### config.mk
export PLATFORM = sky130hd
export DESIGN_NAME = player_action_ctrl
export DESIGN_NICKNAME = d
export VERILOG_FILES = /design/src/rtl/game_pkg.sv /design/src/rtl/tick_down_counter.sv /design/src/rtl/player_action_ctrl.sv
export SDC_FILE = /design/constraint.sdc
export NUM_CORES = 1
export LEC_CHECK = 0
export CORE_AREA = 2 2 64 66
export CTS_BUF_LIST = sky130_fd_sc_hd__clkbuf_8
export CTS_CLUSTER_SIZE = 14
export DETAILED_ROUTE_END_ITERATION = 12
export DIE_AREA = 0 0 66 68
export PLACE_DENSITY = 0.69
export REMOVE_ABC_BUFFERS = 1
export SLEW_MARGIN = 15
export SYNTH_ARGS = -nofsm -noshare
export SYNTH_HDL_FRONTEND = slang
export SYNTH_HIERARCHICAL = 1
export SYNTH_SLANG_ARGS = --single-unit
### constraint.sdc
create_clock -name clk_100Hz -period 4.8 [get_ports clk_100Hz]
set_input_delay 0.96 -clock clk_100Hz [delete_from_list [all_inputs] [get_ports clk_100Hz]]
set_output_delay 0.96 -clock clk_100Hz [all_outputs]
set_load 0.01 [all_outputs]
### src/rtl/game_pkg.sv
// Shared encodings for the player action sequencer: step directions,
// key bit positions within move_opr, and the two FSM state sets.
package game_pkg;

    typedef enum logic [1:0] {
        DIR_UP    = 2'b00,
        DIR_DOWN  = 2'b01,
        DIR_LEFT  = 2'b10,
        DIR_RIGHT = 2'b11
    } dir_e;

    // Bit positions of the held-key vector {W,S,A,D}
    localparam int unsigned KEY_W = 3;
    localparam int unsigned KEY_S = 2;
    localparam int unsigned KEY_A = 1;
    localparam int unsigned KEY_D = 0;

    typedef enum logic {
        MV_IDLE = 1'b0,
        MV_HOLD = 1'b1
    } move_state_e;

    typedef enum logic [1:0] {
        FR_READY  = 2'd0,
        FR_COOL   = 2'd1,
        FR_RELOAD = 2'd2
    } fire_state_e;

    // Key bit that produces a given direction
    function automatic logic [1:0] dir_key(input dir_e d);
        case (d)
            DIR_UP:   return 2'(KEY_W);
            DIR_DOWN: return 2'(KEY_S);
            DIR_LEFT: return 2'(KEY_A);
            default:  return 2'(KEY_D);
        endcase
    endfunction

endpackage

### src/rtl/tick_down_counter.sv
// Loadable down counter that saturates at zero and can be frozen.
module tick_down_counter #(
    parameter int unsigned WIDTH = 8
) (
    input  logic             clk_i,
    input  logic             rst_ni,
    input  logic             load_i,
    input  logic [WIDTH-1:0] load_val_i,
    input  logic             en_i,
    output logic             zero_o
);

    logic [WIDTH-1:0] cnt_q;

    // Load has priority; otherwise count down while enabled, stopping at 0
    always_ff @(posedge clk_i) begin
        if (!rst_ni) begin
            cnt_q <= '0;
        end else if (load_i) begin
            cnt_q <= load_val_i;
        end else if (en_i && (cnt_q != '0)) begin
            cnt_q <= cnt_q - WIDTH'(1);
        end
    end

    assign zero_o = (cnt_q == '0);

endmodule

### src/rtl/player_action_ctrl.sv
// Turns held W/S/A/D/space levels into rate-limited move steps and shots.
// Move: first step, INIT_DLY pause, then REPEAT cadence; newest key wins.
// Fire: COOLDOWN spacing (COOLDOWN >= 2), MAX_AMMO magazine, timed reload.
module player_action_ctrl
    import game_pkg::*;
#(
    parameter int unsigned INIT_DLY     = 30,
    parameter int unsigned REPEAT       = 10,
    parameter int unsigned COOLDOWN     = 20,
    parameter int unsigned MAX_AMMO     = 6,
    parameter int unsigned RELOAD_TICKS = 150
) (
    input  logic                            clk_100Hz,
    input  logic                            rst_p,
    input  logic                            enable,
    input  logic [3:0]                      move_opr,
    input  logic                            shoot_sign,
    output logic                            move_valid,
    output logic [1:0]                      move_dir,
    output logic                            fire,
    output logic [$clog2(MAX_AMMO+1)-1:0]   ammo,
    output logic                            reloading
);

    localparam int unsigned AMMO_W = $clog2(MAX_AMMO + 1);
    localparam int unsigned MV_MAX = (INIT_DLY > REPEAT) ? INIT_DLY : REPEAT;
    localparam int unsigned MV_W   = $clog2(MV_MAX + 1);
    localparam int unsigned FR_MAX = (COOLDOWN > RELOAD_TICKS) ? COOLDOWN : RELOAD_TICKS;
    localparam int unsigned FR_W   = $clog2(FR_MAX + 1);

    localparam logic [MV_W-1:0]   MV_INIT_LD   = MV_W'(INIT_DLY - 1);
    localparam logic [MV_W-1:0]   MV_REP_LD    = MV_W'(REPEAT - 1);
    localparam logic [FR_W-1:0]   FR_COOL_LD   = FR_W'(COOLDOWN - 2);
    localparam logic [FR_W-1:0]   FR_RELOAD_LD = FR_W'(RELOAD_TICKS - 1);
    localparam logic [AMMO_W-1:0] AMMO_FULL    = AMMO_W'(MAX_AMMO);

    // Highest-priority key of a set: W > S > A > D
    function automatic dir_e prio_dir(input logic [3:0] keys);
        if (keys[KEY_W])      return DIR_UP;
        else if (keys[KEY_S]) return DIR_DOWN;
        else if (keys[KEY_A]) return DIR_LEFT;
        else                  return DIR_RIGHT;
    endfunction

    // ---------------- move sequencer ----------------
    logic [3:0]       prev_opr_q;
    logic [3:0]       new_keys;
    move_state_e      mv_state_q, mv_state_d;
    dir_e             sel_q, sel_d;
    dir_e             move_dir_q, move_dir_d;
    logic             move_valid_q, move_valid_d;
    logic             mv_load, mv_zero, mv_cnt_en;
    logic [MV_W-1:0]  mv_load_val;
    logic             mv_press, sel_held;

    assign new_keys  = move_opr & ~prev_opr_q;
    assign mv_press  = enable && (new_keys != 4'b0000);
    assign sel_held  = move_opr[dir_key(sel_q)];
    assign mv_cnt_en = (mv_state_q == MV_HOLD);

    tick_down_counter #(.WIDTH(MV_W)) u_move_cnt (
        .clk_i      (clk_100Hz),
        .rst_ni     (rst_p),
        .load_i     (mv_load),
        .load_val_i (mv_load_val),
        .en_i       (mv_cnt_en),
        .zero_o     (mv_zero)
    );

    // Move state, selected key, edge register and registered outputs
    always_ff @(posedge clk_100Hz) begin
        if (!rst_p) begin
            prev_opr_q   <= '0;
            mv_state_q   <= MV_IDLE;
            sel_q        <= DIR_UP;
            move_valid_q <= 1'b0;
            move_dir_q   <= DIR_UP;
        end else begin
            prev_opr_q   <= move_opr;
            mv_state_q   <= mv_state_d;
            sel_q        <= sel_d;
            move_valid_q <= move_valid_d;
            move_dir_q   <= move_dir_d;
        end
    end

    // Move next state: disable forces IDLE, a new press always (re)enters HOLD
    always_comb begin
        mv_state_d = mv_state_q;
        if (!enable) begin
            mv_state_d = MV_IDLE;
        end else if (mv_press) begin
            mv_state_d = MV_HOLD;
        end else if ((mv_state_q == MV_HOLD) && !sel_held) begin
            mv_state_d = (move_opr != 4'b0000) ? MV_HOLD : MV_IDLE;
        end
    end

    // Move outputs: step strobes, key selection and counter reloads
    always_comb begin
        move_valid_d = 1'b0;
        move_dir_d   = move_dir_q;
        sel_d        = sel_q;
        mv_load      = 1'b0;
        mv_load_val  = '0;
        if (enable) begin
            if (mv_press) begin
                move_valid_d = 1'b1;
                move_dir_d   = prio_dir(new_keys);
                sel_d        = prio_dir(new_keys);
                mv_load      = 1'b1;
                mv_load_val  = MV_INIT_LD;
            end else if (mv_state_q == MV_HOLD) begin
                if (!sel_held) begin
                    // fall back to a still-held key without an immediate step
                    if (move_opr != 4'b0000) sel_d = prio_dir(move_opr);
                    mv_load     = 1'b1;
                    mv_load_val = MV_REP_LD;
                end else if (mv_zero) begin
                    move_valid_d = 1'b1;
                    move_dir_d   = sel_q;
                    mv_load      = 1'b1;
                    mv_load_val  = MV_REP_LD;
                end
            end
        end
    end

    assign move_valid = move_valid_q;
    assign move_dir   = move_dir_q;

    // ---------------- fire sequencer ----------------
    fire_state_e      fr_state_q, fr_state_d;
    logic [AMMO_W-1:0] rounds_q, rounds_d;
    logic [AMMO_W-1:0] ammo_q;
    logic             fire_q, fire_d;
    logic             reloading_q;
    logic             fr_load, fr_zero;
    logic [FR_W-1:0]  fr_load_val;
    logic             can_fire, last_round;

    assign can_fire   = enable && shoot_sign && (rounds_q != '0) && (fr_state_q == FR_READY);
    assign last_round = (rounds_q == AMMO_W'(1));

    tick_down_counter #(.WIDTH(FR_W)) u_fire_cnt (
        .clk_i      (clk_100Hz),
        .rst_ni     (rst_p),
        .load_i     (fr_load),
        .load_val_i (fr_load_val),
        .en_i       (enable),
        .zero_o     (fr_zero)
    );

    // Fire state, magazine and registered outputs; ammo/reloading show the
    // magazine one cycle after the shot so a refill is visible at the first
    // possible refire cycle
    always_ff @(posedge clk_100Hz) begin
        if (!rst_p) begin
            fr_state_q  <= FR_READY;
            rounds_q    <= AMMO_FULL;
            ammo_q      <= AMMO_FULL;
            fire_q      <= 1'b0;
            reloading_q <= 1'b0;
        end else begin
            fr_state_q  <= fr_state_d;
            rounds_q    <= rounds_d;
            ammo_q      <= rounds_q;
            fire_q      <= fire_d;
            reloading_q <= (fr_state_q == FR_RELOAD);
        end
    end

    // Fire next state: waits only progress while enabled
    always_comb begin
        fr_state_d = fr_state_q;
        case (fr_state_q)
            FR_READY:  if (can_fire) fr_state_d = last_round ? FR_RELOAD : FR_COOL;
            FR_COOL:   if (enable && fr_zero) fr_state_d = FR_READY;
            FR_RELOAD: if (enable && fr_zero) fr_state_d = FR_READY;
            default:   fr_state_d = FR_READY;
        endcase
    end

    // Fire outputs: shot strobe, magazine update and wait-counter loads
    always_comb begin
        fire_d      = 1'b0;
        rounds_d    = rounds_q;
        fr_load     = 1'b0;
        fr_load_val = '0;
        if (can_fire) begin
            fire_d      = 1'b1;
            rounds_d    = rounds_q - AMMO_W'(1);
            fr_load     = 1'b1;
            fr_load_val = last_round ? FR_RELOAD_LD : FR_COOL_LD;
        end else if ((fr_state_q == FR_RELOAD) && enable && fr_zero) begin
            rounds_d = AMMO_FULL;
        end
    end

    assign fire      = fire_q;
    assign ammo      = ammo_q;
    assign reloading = reloading_q;

endmodule

==> summary.md <==
| Metric | Value |
|---|---|
| Outcome | complete, no violations |
| IO Pins | 16 |
| Clock root buffer | clkbuf_8 |
| RSZ-0062 raised after global routing | false |
| Crit path cell chain | clkdlybuf4s50_1 > mux4_2 > nor2b_1 > o21ai_1 > inv_1 > o311ai_0 > a21boi_0 |
| Placed insts | about 280 |
| Ant diodes | 0 |
| GP Congestion | 0.874 |
| Synth top area cells | dfxtp_1, ha_1, a21oi_1 |
| Layout fillers | between 300 and 400 |
| Largest area contributor in the netlist | dfxtp_1 |
| Tmin final | between 2000 and 3000 ps |
| Gr usage total | 17.8% |
| Fin Setup TNS | 0 ps |
| Final core occ | 55.3% |
| Multi-input logic area | 1080 µm² |
| Worst path arrival time | between 3000 and 4000 ps |
| Worst-path maximum fanout | 11 |
| Vias in the first global route | approximately 1.4k |
| Period utilization | 61.5% |
| Grt ovf | 0 |
| Site row count | 23 |
| CTS max path bufs | 2 |
| Max cap viols | 0 |
| Relative slew slack | roughly 57% |
| Buf/Inv on CP | 2 |
| Htree depth | 2 |
| Port bufs | 15 |
| Endpoints failing hold | 0 |
| Crit-path max cell delay | between 500 and 600 ps |
| Antenna Violating Nets Remaining | 0 |
| Post-synth EDFFs | 0 |
| WL/cell | around 13 µm |
| Layout area overhead | 16.2% |
| CTS Buf Count | 5 |
| Post-CTS Resized | 0 |
| CP Launch Type | input pin |
| Vias per Instance | roughly 5.4 |
| Commonest non-fill, non-tap cell in the layout | dfxtp_1 |
| Worst-skew pair later-pin latency | roughly 280 ps |
| Data required time of the worst path | 4950 ps |
| Initial core utilization | between 40 and 50% |
| Worst hold path type | reg2reg |
| Share of the synthesized area in the top cell type | 36.0% |
| Global-route wire length before repair | 6080 µm |
| Setup crit end kind | register |
| Post-synth cell types | 50 |
| Core area | about 3900 µm² |
| Max Slew Vio Count | 0 |
| Yosys reg bits | 33 |
| TritonRoute pass-1 iters | 4 |
| Leakage power | roughly 0.00084 µW |
| 1st-iter DRT viols | between 90 and 100 |
| Layout Cells excl Fill | between 200 and 300 |
| Sink Count | 33 |
| Setup CP Type | in2reg |
| Die width | between 60 and 70 µm |
| Syn_area_per_cell | around 8.6 µm² |
| Die H | roughly 70 µm |
| Nets | around 250 |
| Slew @ Worst Pin | about 640 ps |
| Post-synthesis sequential area ratio | between 30% and 40% |
| Syn Inst Count | about 210 |
| Total Power | between 700 and 800 µW |
| Post-CTS Setup Bufs | 0 |
| Main synth FF type | dfxtp_1 |
| Most frequent cells in the layout | dfxtp_1, inv_1, a21oi_1 |
| PwrDens | approximately 340 nW/µm² |
| Critical path's slowest cell | mux4_2 |
| Initial antenna violation count | 0 |
| Skew final | 3.63 ps |
| TritonCTS clock tree | done |
| DR DRC count | 0 |
| Clk slew on worst S/H paths | roughly 60 ps |
| Detailed placer's ending HPWL | between 2000 and 3000 µm |
| Syn. warnings | 6 |
| Hold_buf cts | 0 |
| Die area | about 4500 µm² |
| Family with the most delay on the worst path | compound AO/OA/AOI/OAI gates |
| Mapped Area | 1830 µm² |
| Ys async rst share | 0% |
| Achievable frequency | around 340 MHz |
| Reg area | 661 µm² |
| Vias | approximately 1.5k |
| Final setup viols | 0 |
| Worst vdd ir | 0.151 mV |
| Largest net degree at the start of global routing | 19 |
| Layout cell share with drive strength beyond 1 | 9.79% |
| Total Wirelength | between 3000 and 4000 µm |
## cells by family (layout without fill, tap and decap cells)
kind of cell | Yosys count | count (layout) | synth area share, %
DFF | 33 | 33 | 36.0
AOI/OAI and AO/OA | 55 | 55 | 20.3
other | 1 | 4 | 0.205
muxes | 8 | 8 | 5.19
buffers and inverters | 25 | 43 | 5.46
and+or+nand+nor | 81 | 81 | 25.9
adders and majority gates | 8 | 8 | 5.46
xor gates and xnor gates | 3 | 3 | 1.43
## stage by stage
step           hold WS (ps)  setup slack, ps  area, µm²
6_report                508             1850       2130
5_1_grt                 531             1690       2130
4_1_cts                 510             1860       2130
3_5_place_dp            487             1560       2040
3_3_place_gp            487             1610       2040
2_1_floorplan           450             2340       1820
## worst reg2reg max path, stage by stage, from the launching register on
cell	delay (ps)
dfxtp_1	330
inv_1	80
ha_1	160
or4b_4	480
clkinv_2	110
nor2b_1	50
o21ai_1	510
inv_1	180
o311ai_0	140
a21boi_0	130
## worst paths after layout
path | startpoint | endpoint | slack [ps] | cells past startpoint
max | move_opr[2] | u_move_cnt/cnt_q[4] | 1850 | 7
min | rounds_q[1] | ammo[1] | 510 | 2
max reg2reg | u_move_cnt/cnt_q[0] | u_move_cnt/cnt_q[4] | 2500 | 9
min reg2reg | rounds_q[1] | ammo[1] | 510 | 2
## registers in the layout (all words and copies together), names as in the netlist, 2 cells and up
register and count:
u_fire_cnt/cnt_q 8, u_move_cnt/cnt_q 5, prev_opr_q 4, ammo 3, rounds_q 3, fr_state_q 2, move_dir 2, sel_q 2
## cells in the mapped netlist, types with 2 or more instances
library cell  number
o21a_1             4
clkbuf_1           3
nor4_1             2
inv_1             18
and2_1             8
o21ai_1            2
o31ai_1            4
a31oi_1            4
xnor2_1            3
nand4_1            3
nor2b_1            6
nor2_1            14
o41ai_4            2
o21ai_0           14
a21oi_1           18
ha_1               8
nand2_1           12
or4_1              3
nand2b_1           6
nor3b_1            5
dfxtp_1           33
mux2i_1            5
nand3_1            6
nor3_2             2
nor3_1             4
## per-layer routing
layer,global-route usage (%),wire (µm)
met1,22.2,1750
met2,28.9,1700
met3,5.76,117
met4,6.63,53
met5,0,0
## layout make-up
type | count | area share (%)
clock buffer | 6 | 3.88
tap | 50 | 2.94
clock inverter | 1 | 0.176
inverter | 19 | 3.41
multi-input combinational | 159 | 50.9
sequential | 33 | 31.0
timing repair buffer | 17 | 7.75
## power breakdown
group / internal [µW] / leakage [µW] / switching (µW)
clock network: 111 / 0.0000485 / 92.7
registers: 301 / 0.000272 / 26.1
logic: 89.7 / 0.000519 / 100
total: 502 / 0.000840 / 219
Note: power is estimated with default switching activity, not from simulation.
==> RTL change 1 (same settings) <==
Change the parameter `INIT_DLY` from 30 to 15.
--- a/src/rtl/player_action_ctrl.sv
+++ b/src/rtl/player_action_ctrl.sv
@@ -4,7 +4,7 @@
 module player_action_ctrl
     import game_pkg::*;
 #(
-    parameter int unsigned INIT_DLY     = 30,
+    parameter int unsigned INIT_DLY     = 15,
     parameter int unsigned REPEAT       = 10,
     parameter int unsigned COOLDOWN     = 20,
     parameter int unsigned MAX_AMMO     = 6,
Check against the original RTL: same outputs for any inputs over 10 cycles, from zero or initial values and one cycle with rst_p low; that may be too few to reach the edited logic, so the function may still have changed.
==> RTL change 1 against the original RTL <==
- worst setup slack got worse by 0.11 ns
- wire length down 3.8%
- sequential power decreased by 4%
- clock skew rose by 0.0011 ns
- sequential cell count is 1 lower
- total power decreased by 2.0%
- area after synthesis fell by 2.2%
- final area shrank 2.7%
- global-route usage decreased by 0.36 points
==> RTL change 1: results (changes against the original RTL) <==
Placement
The HPWL after detailed placement is 2.53 mm (-1.1%). The worst setup slack after placement was 1.49 ns (-0.0720 ns). The placed instance count is 268 (-3.6%).

Worst setup path
The highest-delay cell along the critical path is clkdlybuf4s50_1. The data arrival time at the worst-slack endpoint is 3.23 ns (+0.12 ns). The top fanout value on the critical path was 14 (+3).

Among cell families on the critical path, the largest total delay comes from buffers and inverters. The delay contributed by the slowest stage of the critical path came to 0.88 ns (+0.36 ns).

GRT
The number of global-route vias before repair was 1340 (-4.7%). The first-pass GRT wire length is 5.98 mm (-1.7%).

Timing
The transition at the pin with the smallest max-transition slack came to 0.647 ns (+0.00319 ns). The clock skew after layout is 0.00476 ns (+0.00113 ns).

Status
The flow ran to the end, and the final reports show no timing, DRC or antenna violations.

Logic synthesis
The commonest cells after synthesis are dfxtp_1 (32), inv_1 (20), nor2_1 (15). The average instance area after synthesis is 8.70 sq um (+1.6%). The sequential-to-total area share from yosys stat is 0.357 (-0.00312). Ranked by total cell area, the synthesized netlist is headed by dfxtp_1 (36%), ha_1 (5.6%), inv_1 (4.2%).

Cells and area
The largest registers in the layout are u_fire_cnt/cnt_q: 8 flops, prev_opr_q: 4 flops, u_move_cnt/cnt_q: 4 flops. The final net count was 241 (-4.0%). The count of inserted antenna diode cells was 0 (unchanged). The fill cell instance count of the final layout was 375 (+3.0%).

CTS
The number of buffers created by CTS is 5 (unchanged). The clock transition time at the flip-flop clock pins of the worst setup and hold paths came to 0.06 ns (about the same).

Drt
The number of DRC violations after detailed-routing iteration 0 was 41 (-58%). The routed wirelength normalized by instance count is 12.6 um (-0.68%). The number of vias in the routed layout was 1469 (-4.5%). The total detailed-routing wirelength is 3.48 mm (-3.8%).

Power
The worst supply voltage drop on vdd is 0.182 mV (+20%). The switching power total was 215 uW (-2.0%).
[RTL change 1: worst paths after layout]
path	depth (start not counted)	to	slack, ns	startpoint
hold / removal	2	sel_q[1]	0.49	sel_q[1]
setup / recovery	8	u_fire_cnt/cnt_q[2]	1.74	enable
hold reg to reg	2	sel_q[1]	0.49	sel_q[1]
setup reg to reg	7	u_fire_cnt/cnt_q[1]	2.60	rounds_q[1]
[RTL change 1: power groups by stage]
stage | Clock [mW] | Combinational [mW] | Sequential (mW)
detailed placement | 0 | 0.186 | 0.321
global route | 0.225 | 0.211 | 0.319
floorplan | 0 | 0.140 | 0.317
global placement | 0 | 0.185 | 0.321
finish | 0.205 | 0.186 | 0.315
CTS | 0.214 | 0.187 | 0.315
[RTL change 1: layout make-up]
type                       instances  area (sq um)  area share
clock buffer                       6          82.6      0.0398
timing repair buffer              16           158      0.0760
inverter                          21          80.1      0.0386
clock inverter                     2          7.51     0.00362
tap                               50          62.6      0.0302
sequential                        32           641       0.309
multi-input combinational        149          1040       0.503
[RTL change 1: tightest hold or removal path: cells and delay by family, from the launching register on]
kind / cells / cell delay [ns]
AND/OR/NAND/NOR: 1 / 0.06
flip-flops: 1 / 0.33
multiplexers: 1 / 0.05
[RTL change 1: cells by family after synthesis]
kind of cell / count (synthesis) / share of synthesized area
DFF: 32 / 0.357
other: 1 / 0.00209
muxes: 9 / 0.0600
AOI/OAI and AO/OA: 47 / 0.187
buffers and inverters: 27 / 0.0656
xor gates and xnor gates: 3 / 0.0147
and+or+nand+nor: 79 / 0.258
adders and majority gates: 8 / 0.0558
[RTL change 1: routing by layer]
| layer | share of wire | track usage | up-vias | wire [um] |
|---|---|---|---|---|
| met4 | 0.011 | 0.0638 | 0 | 38 |
| li1 | - | - | 767 | - |
| met5 | 0 | 0 | - | 0 |
| met1 | 0.48 | 0.226 | 678 | 1660 |
| met2 | 0.47 | 0.282 | 20 | 1650 |
| met3 | 0.039 | 0.0444 | 4 | 134 |
==> RTL change 2 (same flow settings) <==
Made on the original files. Encoding of `fire_state_e`: now one-hot (3 bits for 3 states).
--- a/src/rtl/game_pkg.sv
+++ b/src/rtl/game_pkg.sv
@@ -20,10 +20,10 @@
         MV_HOLD = 1'b1
     } move_state_e;
 
-    typedef enum logic [1:0] {
-        FR_READY  = 2'd0,
-        FR_COOL   = 2'd1,
-        FR_RELOAD = 2'd2
+    typedef enum logic [2:0] {
+        FR_READY  = 3'b001,
+        FR_COOL   = 3'b010,
+        FR_RELOAD = 3'b100
     } fire_state_e;
 
     // Key bit that produces a given direction
Behaviour: same outputs for any inputs over 10 cycles, from zero or initial values and one cycle with rst_p low; not proved beyond that.
==> RTL change 2 against the original RTL <==
- hold slack got worse by 0.034 ns
- total power increased by 17%
- wire length decreased by 7.7%
- global-route usage decreased by 0.63 points
- die area unchanged
- synthesized cell count decreased by 7.0%
- final area decreased by 0.18%
- area after synthesis decreased by 2.8%
- sequential cell count increased by 1
- clock skew increased by 0.0049 ns
- worst setup slack got worse by 0.033 ns
- largest cell class unchanged
==> RTL change 2: results (changes against the original RTL) <==
Placement
The worst setup slack after placement is 1.48 ns (-0.0770 ns). The weighted congestion reported at the end of routability-driven placement was 0.791 (-9.5%). The placed instance count is 262 (-5.8%). The HPWL after detailed placement is 2.37 mm (-7.1%).

Worst setup path
The top fanout value on the critical path came to 15 (+4). The data arrival time at the worst-slack endpoint is 3.22 ns (+0.11 ns).

Timing
The clock skew after layout is 0.00852 ns (+0.00489 ns). The transition at the pin with the smallest max-transition slack came to 0.679 ns (+0.0352 ns).

Drt
The wire length on met2 was 1.52 mm (-11%). The met1 layer wirelength in the final routing came to 1.62 mm (-7.3%). The via-per-instance ratio is 5.37 (-0.62%). The total detailed-routing wirelength was 3.34 mm (-7.7%). The number of DRC violations after detailed-routing iteration 0 came to 85 (-12%). The met3 wirelength from detailed routing is 137 um (+17%).

CTS
The number of levels in the clock H-tree was 2 (unchanged). The source-to-sink clock delay at the later pin of the worst-skew pair is 0.30 ns (+0.02 ns).

Cells and area
The final cell count without fillers is 270 (-5.3%). The fill cell instance count of the final layout is 367 (+0.82%). The proportion of layout cells with a drive suffix above 1 came to 0.118 (+0.0203). The final net count is 233 (-7.2%).

From synthesis to final layout, the design area changed by 19.4%.

Power
The standby leakage power is 0.855 nW (+1.8%). The fraction of power spent switching nets was 0.276 (-0.0277). The switching power total is 232 uW (+6.0%).

The combinational group share of total power is 0.221 (-0.042). The worst supply voltage drop on vdd is 0.234 mV (+55%). The clock network fraction of total power is 0.380 (+0.097).

Logic synthesis
The adder and majority cell fraction of the synthesized area is 0.0421 (-0.0125). By area the synthesized netlist is led by dfxtp_1 (38%), ha_1 (4.2%), and2_1 (3.5%). The multiplexer share of the synthesized area came to 0.0478 (-0.00412). The average instance area after synthesis came to 8.95 sq um (+4.5%). The sequential-to-total area share from yosys stat came to 0.382 (+0.0216).

Ranked by instance count, the synthesized netlist is headed by dfxtp_1 (34), nand2_1 (14), inv_1 (13). The fraction of the mapped netlist area in compound gates is 0.188 (-0.0145). The count of unique library cells instantiated by Yosys came to 50 (unchanged).

The proportion of register bits with asynchronous set or reset after synthesis is 0 (unchanged). The post-synthesis xor/xnor area fraction is 0.0246 (+0.0102).

GRT
The number of global-route vias before repair is 1307 (-7.0%). The fraction of met1 tracks used by global routing was 0.218 (-0.00470). The maximum number of pins on one net before global-route repair came to 22 (+3).

The met3 capacity usage during global routing came to 0.0543 (-0.00329). The total routing usage reported by global routing was 0.172 (-0.00633). The first-pass GRT wire length came to 5.83 mm (-4.1%).

The initial antenna violation count was 0 (unchanged).

Status
The flow ran to the end, and the final reports show no timing, DRC or antenna violations.
-- RTL change 2: final timing paths --
path / start / end / slack (ns) / depth (start not counted)
setup / recovery: enable / u_fire_cnt/cnt_q[1] / 1.81 / 6
hold / removal: move_dir[1] / move_dir[1] / 0.47 / 2
setup reg to reg: u_move_cnt/cnt_q[0] / u_move_cnt/cnt_q[3] / 2.51 / 9
hold reg to reg: move_dir[1] / move_dir[1] / 0.47 / 2
-- RTL change 2: critical path: stages --
cell             delay, ns
clkdlybuf4s50_1       0.73
and4bb_2              0.42
nand3_1               0.19
inv_2                 0.15
or4b_2                0.68
nand3_1               0.09
-- RTL change 2: cell type report --
class / instances / share of cell area
repair buffers: 16 / 0.0741
flip-flops and latches: 34 / 0.320
multi-input cells: 147 / 0.485
inverters: 15 / 0.0271
well taps: 50 / 0.0294
clock buffers: 5 / 0.0324
clock inverters: 3 / 0.0324
